**config.mk**
```make
export PLATFORM = sky130hd
export DESIGN_NAME = calc_engine
export DESIGN_NICKNAME = d
export VERILOG_FILES = /design/src/rtl/calc_engine.sv
export SDC_FILE = /design/constraint.sdc
export NUM_CORES = 1
export LEC_CHECK = 0
export ABC_CLOCK_PERIOD_IN_PS = 24400
export CELL_PAD_IN_SITES_DETAIL_PLACEMENT = 1
export CELL_PAD_IN_SITES_GLOBAL_PLACEMENT = 1
export CORE_ASPECT_RATIO = 1.1
export CORE_MARGIN = 2
export CORE_UTILIZATION = 55
export CTS_BUF_LIST = sky130_fd_sc_hd__clkbuf_4 sky130_fd_sc_hd__clkbuf_8
export CTS_CLUSTER_SIZE = 40
export DETAILED_ROUTE_END_ITERATION = 10
export HOLD_SLACK_MARGIN = 0.03
export PLACE_DENSITY_LB_ADDON = 0.1
export SLEW_MARGIN = 20
export SYNTH_ARGS = -nofsm -noshare
export SYNTH_HDL_FRONTEND = slang
export SYNTH_SLANG_ARGS = --single-unit
```
**constraint.sdc**
```tcl
create_clock -name clk -period 24.4 [get_ports clk]
set_clock_uncertainty 0.05 [all_clocks]
set_input_delay 7.32 -clock clk [delete_from_list [all_inputs] [get_ports clk]]
set_output_delay 7.32 -clock clk [all_outputs]
set_load 0.05 [all_outputs]
```
**src/rtl/calc_engine.sv**
```systemverilog
// rtl/calc_engine.sv - arithmetic stage after the UART command parser: + - * / with valid/ready result
module calc_engine #(
  parameter int DW = 16
) (
  input  logic            clk,
  input  logic            n_rst,
  input  logic [3:0]      dtype,
  input  logic [4:0]      operator,
  input  logic [DW-1:0]   src1,
  input  logic [DW-1:0]   src2,
  input  logic            parser_done,
  input  logic            res_ready,
  output logic            res_valid,
  output logic [2*DW-1:0] result,
  output logic [1:0]      res_err,
  output logic            busy
);

  localparam int RW = 2 * DW;
  localparam int CW = (DW > 1) ? $clog2(DW) : 1;

  localparam logic [3:0] DT_S = 4'h1;
  localparam logic [3:0] DT_U = 4'h2;

  localparam logic [4:0] OP_ADD = 5'h01;
  localparam logic [4:0] OP_SUB = 5'h02;
  localparam logic [4:0] OP_MUL = 5'h03;
  localparam logic [4:0] OP_DIV = 5'h04;

  localparam logic [1:0] ERR_OK    = 2'b00;
  localparam logic [1:0] ERR_DIV0  = 2'b01;
  localparam logic [1:0] ERR_OP    = 2'b10;
  localparam logic [1:0] ERR_DTYPE = 2'b11;

  typedef enum logic [1:0] {
    IDLE = 2'd0,
    EXEC = 2'd1,
    DIV  = 2'd2,
    DONE = 2'd3
  } state_t;

  state_t state;

  // parser_done delay used to detect its rising edge
  logic pd_q;
  logic start;

  // operation captured on start; later input changes cannot disturb it
  logic [3:0]    dtype_q;
  logic [4:0]    op_q;
  logic [DW-1:0] a_q;
  logic [DW-1:0] b_q;

  // restoring divider state: partial remainder, dividend/quotient shift register, divisor
  logic [DW-1:0] div_rem;
  logic [DW-1:0] div_quo;
  logic [DW-1:0] div_dvs;
  logic [CW-1:0] div_cnt;
  logic          div_neg_q;
  logic          div_neg_r;

  // combinational helpers
  logic          is_signed;
  logic [RW-1:0] a_ext;
  logic [RW-1:0] b_ext;
  logic          a_neg;
  logic          b_neg;
  logic [DW-1:0] a_abs;
  logic [DW-1:0] b_abs;
  logic [1:0]    err_code;
  logic [RW-1:0] alu_res;
  logic [DW:0]   div_shift;
  logic [DW:0]   div_diff;
  logic          div_bit;
  logic [DW-1:0] rem_nxt;
  logic [DW-1:0] quo_nxt;
  logic [DW-1:0] q_fin;
  logic [DW-1:0] r_fin;

  assign start = parser_done & ~pd_q;

  // operand extension, magnitudes for the divider and the error code for the captured op
  always_comb begin
    is_signed = (dtype_q == DT_S);
    a_ext     = is_signed ? {{DW{a_q[DW-1]}}, a_q} : {{DW{1'b0}}, a_q};
    b_ext     = is_signed ? {{DW{b_q[DW-1]}}, b_q} : {{DW{1'b0}}, b_q};
    a_neg     = is_signed & a_q[DW-1];
    b_neg     = is_signed & b_q[DW-1];
    a_abs     = a_neg ? -a_q : a_q;
    b_abs     = b_neg ? -b_q : b_q;

    // priority: bad dtype over bad operator over divide-by-zero
    err_code = ERR_OK;
    if ((dtype_q != DT_S) && (dtype_q != DT_U)) begin
      err_code = ERR_DTYPE;
    end else if ((op_q < OP_ADD) || (op_q > OP_DIV)) begin
      err_code = ERR_OP;
    end else if ((op_q == OP_DIV) && (b_q == '0)) begin
      err_code = ERR_DIV0;
    end
  end

  // single-cycle add/sub/mul; the low 2*DW bits of the extended product are exact for both signednesses
  always_comb begin
    alu_res = '0;
    case (op_q)
      OP_ADD:  alu_res = a_ext + b_ext;
      OP_SUB:  alu_res = a_ext - b_ext;
      OP_MUL:  alu_res = a_ext * b_ext;
      default: alu_res = '0;
    endcase
  end

  // one restoring-division step: shift in the next dividend bit and try to subtract the divisor
  always_comb begin
    div_shift = {div_rem, div_quo[DW-1]};
    div_diff  = div_shift - {1'b0, div_dvs};
    div_bit   = ~div_diff[DW];
    // a failed trial leaves div_shift below the divisor, so its top bit is zero
    rem_nxt   = div_bit ? div_diff[DW-1:0] : div_shift[DW-1:0];
    quo_nxt   = {div_quo[DW-2:0], div_bit};
    // truncating division: quotient sign from both operands, remainder follows the dividend
    q_fin     = div_neg_q ? -quo_nxt : quo_nxt;
    r_fin     = div_neg_r ? -rem_nxt : rem_nxt;
  end

  // control FSM with registered outputs; also tracks parser_done for edge detection
  always_ff @(posedge clk or negedge n_rst) begin
    if (!n_rst) begin
      state     <= IDLE;
      pd_q      <= 1'b0;
      res_valid <= 1'b0;
      result    <= '0;
      res_err   <= ERR_OK;
      busy      <= 1'b0;
      dtype_q   <= '0;
      op_q      <= '0;
      a_q       <= '0;
      b_q       <= '0;
      div_rem   <= '0;
      div_quo   <= '0;
      div_dvs   <= '0;
      div_cnt   <= '0;
      div_neg_q <= 1'b0;
      div_neg_r <= 1'b0;
    end else begin
      pd_q <= parser_done;
      case (state)
        IDLE: begin
          // starts arriving in any other state are simply dropped
          if (start) begin
            dtype_q <= dtype;
            op_q    <= operator;
            a_q     <= src1;
            b_q     <= src2;
            busy    <= 1'b1;
            state   <= EXEC;
          end
        end

        EXEC: begin
          if (err_code != ERR_OK) begin
            result    <= '0;
            res_err   <= err_code;
            res_valid <= 1'b1;
            state     <= DONE;
          end else if (op_q == OP_DIV) begin
            div_rem   <= '0;
            div_quo   <= a_abs;
            div_dvs   <= b_abs;
            div_cnt   <= '0;
            div_neg_q <= a_neg ^ b_neg;
            div_neg_r <= a_neg;
            state     <= DIV;
          end else begin
            result    <= alu_res;
            res_err   <= ERR_OK;
            res_valid <= 1'b1;
            state     <= DONE;
          end
        end

        DIV: begin
          div_rem <= rem_nxt;
          div_quo <= quo_nxt;
          div_cnt <= div_cnt + CW'(1);
          if (div_cnt == CW'(DW - 1)) begin
            result    <= {r_fin, q_fin};
            res_err   <= ERR_OK;
            res_valid <= 1'b1;
            state     <= DONE;
          end
        end

        DONE: begin
          if (res_ready) begin
            res_valid <= 1'b0;
            busy      <= 1'b0;
            state     <= IDLE;
          end
        end

        default: begin
          res_valid <= 1'b0;
          busy      <= 1'b0;
          state     <= IDLE;
        end
      endcase
    end
  end

endmodule

```
# Word level (Yosys, flattened, before mapping)

Cells that the tools add are included.

Bitwise gates (word level): 7
Add/sub/neg operators: 8
Muxes and demuxes: 41
Equality and inequality tests: 17
Reductions and logical operators: 16
Multipliers: 1
$lt $le $gt $ge: 2
Divide/modulo/power cells: 0
Shift operators: 0

Operators by type and width:

| cell                                                           | count |
|---|---|
| two-way mux 32 bit                                             | 5 |
| two-way mux 16 bit                                             | 9 |
| case mux 32 bit (3 select lines)                               | 1 |
| negator 16 bit                                                 | 4 |
| case mux 16 bit (2 select lines)                               | 2 |
| case mux 32 bit (2 select lines)                               | 1 |
| adder 32 bit                                                   | 1 |
| multiplier 32 x 32 -> 32 bit                                   | 1 |
| subtractor 32 bit                                              | 1 |
| subtractor 17 x 16 -> 17 bit                                   | 1 |
| logical NOT 16 bit                                             | 1 |
| two-way mux 2 bit                                              | 8 |
| AND reduction 3 bit                                            | 5 |
| == test 5 x 2 -> 1 bit (second input constant)                 | 2 |
| != test 2 bit (second input constant)                          | 5 |
| two-way mux 1 bit                                              | 8 |
| two-way mux 4 bit                                              | 2 |
| case mux 2 bit (4 select lines)                                | 1 |
| case mux 4 bit (2 select lines)                                | 1 |
| nonzero test 2 bit                                             | 3 |
| == test 5 x 1 -> 1 bit (second input constant)                 | 1 |
| == test 5 x 3 -> 1 bit (second input constant)                 | 1 |
| greater-than comparator 5 x 3 -> 1 bit (second input constant) | 1 |
| < comparator 5 x 1 -> 1 bit (second input constant)            | 1 |
| 20 further kinds                                               | 26 |

Register bits after elaboration: 134
Memories kept: 0
Input port bits: 45
Bits in read-only memories: 0
Word-level logic and storage cells: 108
Latch bits: 0
Output and inout bits: 36
Bits in writable memories: 0

# Depth between registers and ports, before layout

Word-level depth: 8
Mapped depth: 30
Gate-level depth less buffers: 28

# Worst setup path after synthesis

No wires, ideal clock.

Kind: reg-to-reg
From: register dtype_q[1]
To: register result[27]
Setup time: 0.121 ns
Arrival time: 8.667 ns
Setup slack: 15.561 ns
Data required time: 24.229 ns
Cell stages (with the launch flop): 29
Path through: dfrtp_1 nor4b_1 nand2_1 inv_1 clkbuf_1 buf_1 nand2_1 fa_1 fa_1 inv_1 fa_1 inv_1 fa_1 inv_1 fa_1 fa_1 fa_1 fa_1 ha_1 a21o_1 a21o_1 nor2_1 nand3_1 o21ai_0 o21bai_1 a211oi_1 o22ai_1 or3_1 o22a_1

Longest elaborated chain between the ends: 7

Ends and longest elaborated chain:

| element                                              | RTL line | text |
|---|---|---|
| from (decl)                                          | 49       | `logic [3:0] dtype_q;` |
| from (signal assigned)                               | 152      | `dtype_q <= dtype;` |
| == test 4 x 1 -> 1 bit (*)                           | 84       | `is_signed = (dtype_q == DT_S);` |
| two-way mux 32 bit (*)                               | 85       | `a_ext = is_signed ? {{DW{a_q[DW-1]}}, a_q} : {{DW{1'b0}}, a_q};` |
| named net a_ext[16]                                  | 64       | `logic [RW-1:0] a_ext;` |
| multiplier 32 x 32 -> 32 bit (tied with other cells) | 109      | `OP_MUL: alu_res = a_ext * b_ext;` |
| case mux 32 bit (3 select lines) (*)                 | 106      | `case (op_q)` |
| two-way mux 32 bit (*)                               | 167      | `end else if (op_q == OP_DIV) begin` |
| two-way mux 32 bit (*)                               | 162      | `if (err_code != ERR_OK) begin` |
| case mux 32 bit (2 select lines) (*)                 | 148      | `case (state)` |
| to (signal assigned)                                 | 176      | `result <= alu_res;` |
| to (signal assigned)                                 | 188      | `result <= {r_fin, q_fin};` |
| to (decl)                                            | 14       | `output logic [2*DW-1:0] result,` |

Mark *: on every way through the listed nets, which the timed path passes. The rest lies on a longest branch. The select of a mux whose other input is x is not followed.
A chain may end at the register's enable or synchronous reset.

# Final worst setup path

From: register dtype_q[1]
To: register result[27]

Longest elaborated chain between the ends: 7

Ends and longest elaborated chain:

| element                                              | RTL line |
|---|---|
| == test 4 x 1 -> 1 bit                               | 84 |
| two-way mux 32 bit (on tied branches)                | 85, 86 |
| multiplier 32 x 32 -> 32 bit (tied with other cells) | 109 |
| case mux 32 bit (3 select lines)                     | 106 |
| two-way mux 32 bit                                   | 167 |
| two-way mux 32 bit                                   | 162 |
| case mux 32 bit (2 select lines)                     | 148 |

Parallel ways exist; a longest one is shown, timed or not. The select of a mux whose other input is x is not followed.

==> results.toml <==
[run_status]
status = "complete, no violations"

[critical_path]
cp.arrival_ns = 9.68
crit_path_end = "result[27]"
critPathRequiredTime_ns = 24.73
cpMaxStageDelayCell = "fa_1"
r2r_start = "dtype_q[1]"
crit_top_cell = "fa_1"
startpoint = "dtype_q[1]"
worst-setup-path-type = "flop to flop"
r2r_end = "result[27]"
endpoint_kind = "flop"
r2r_slack_ns = 15.05
cpPeakStageDelay_ns = 0.61
startpoint_type = "flop"
ff2ff_path_depth = 28
path_max_fanout = 27

[yosys]
ys.flop_type = "dfrtp_1"
syn_inst = 2624
yosysTopAreaCell = "fa_1"
synth.yosys.warnings = 0
post-synth-top-area-fraction = 0.288
synth_nets = 3190
synth_area_sq_um = 23400
synth_enable_flop_cells = 0
yosysSeqAreaShare = 0.143
syn_avg_cell_area_sq_um = 8.92
ys_async_sr_fraction = 1.00
ys_ff_latch = 134
ys_types = 89
yosys-top-cells-area = "fa_1 29%, dfrtp_1 14%, ha_1 9.9%"

[global_routing]
grt_usage = 0.363
grt_overflow = 0
antenna_found_initial = 3
grt_pass1_wl_um = 123000
grt_max_degree = 80
grt_pass1_vias = 22000

[sta]
grt_setup_unrepaired = "no"
period_share = 0.383
setup_viol = 0
layout_min_cycle_time_ns = 9.35
worstMarginPinSlew_ns = 1.04
setup_tns_ns = 0
slew_violations = 0
maxSlewHeadroom = 0.302
fmax_mhz = 107
finalHoldViolCount = 0

[routing]
drc = 0
vias_per_cell = 6.08
wl_per_cell_um = 24.0
vias = 19600
drtPass1Iterations = 5
initialDrtViolationCount = 1013
ant_nets = 0
drt-total-wl_um = 77500

[clocking]
ctsHtreeMaxLevel = 4
cts_buffers = 17
cts_tree = "done"
path_clk_slew_ns = 0.08
cts_resized = 0
post_cts_hold_buffer_count = 0
postCtsSetupBuffers = 0
clock_path_buffers = 2
root_buffer = "clkbuf_8"
cts_num_sinks = 134
clock_latency_ns = 0.50

[finish]
layout_common_cells = "395 x inv_1, 336 x fa_1, 260 x nand2_1"
multi_input_area_sq_um = 18100
layout-drive-gt1-share = 0.0648
layout.nets = 3207
final_common_cell = "inv_1"
fillers = 4961
seq_area_sq_um = 3350
syn2layout_area_growth_pct = 7.65

[floorplan]
rows = 79
die_area_sq_um = 44200
fp.dieH_um = 220
start_util = 0.556
die_w_um = 201
top_level_ports = 81
coreArea_sq_um = 42100

[placed_design]
dp_hpwl_um = 61800
gp_congestion = 0.959
numPortBuffers = 80

[min_path]
hold_path_depth = 2
hold_class = "flop to flop"

[flow_run]
maxCapViolations = 0
## cell families (layout without fill, tap and decap cells)
family / Yosys count / count (layout) / share of synthesized area
DFF: 134 / 134 / 0.143
buffers and inverters: 528 / 558 / 0.0858
AOI/OAI and AO/OA: 462 / 462 / 0.133
and+or+nand+nor: 743 / 743 / 0.156
adders and majority gates: 521 / 521 / 0.386
muxes: 73 / 73 / 0.0340
xor gates and xnor gates: 163 / 163 / 0.0610
other: 0 / 1 / 0
## how the worst min path moves through the flow
stage | end | from
after floorplan | div_cnt[1] | div_cnt[1]
after global placement | result[5] | result[5]
after detailed placement | result[0] | result[0]
after CTS | result[0] | result[0]
after global routing | result[5] | result[5]
final | result[0] | result[0]
## metrics by stage
stage                     hold slack (ns)  area, sq um  setup WS [ns]  cells  utilization
after floorplan                     0.426        23400          15.56   2624            -
after global placement              0.417        24800          15.37   3189        0.588
after detailed placement            0.424        24800          15.09   3189        0.588
after CTS                           0.442        25200          15.07   3221        0.598
after global routing                0.478        25200          14.57   3221        0.598
final                               0.437        25200          15.05   3222        0.598
## flip-flops by register name, summed over array words and instances (netlist names)
| signal | count |
|---|---|
| div_rem | 16 |
| res_valid | 1 |
| pd_q | 1 |
| a_q | 16 |
| res_err | 2 |
| dtype_q | 4 |
| div_dvs | 16 |
| busy | 1 |
| div_neg_q | 1 |
| div_quo | 16 |
| div_cnt | 4 |
| op_q | 5 |
| b_q | 16 |
| result | 32 |
| state | 2 |
| div_neg_r | 1 |
## metal layers
layer | global-route usage | routed length (um)
met1 | 0.447 | 30900
met3 | 0.0501 | 4670
met5 | 0 | 11
met2 | 0.647 | 38900
met4 | 0.147 | 3030
## cells in the mapped netlist, drive strengths merged (26+ instances only)
library cell,number
and2,151
mux2,48
fa,336
and3,31
xnor2,116
clkbuf,108
ha,185
inv,396
o21ai,110
a21oi,104
a21o,40
nor3,30
xor2,47
dfrtp,134
nor2,141
nand2,260
nand3,26
## area by class of cell
type / count / area share
inverters: 397 / 0.0592
well taps: 567 / 0.0282
clock inverters: 14 / 0.00631
flip-flops and latches: 134 / 0.133
multi-input cells: 1962 / 0.717
diodes: 1 / 0.0000994
clock buffers: 18 / 0.00984
repair buffers: 129 / 0.0465
## worst max-delay path: cells and delay by family, from the launching register on
kind	cells	cell delay (ns)
fa+ha+maj	9	4.57
flops	1	0.43
buf+inv	6	1.56
compound gates	7	1.36
simple gates	6	1.26
Power is left out: the tool's default activity adds up to more than one toggle a clock period on the data nets, which glitch-free logic cannot reach.
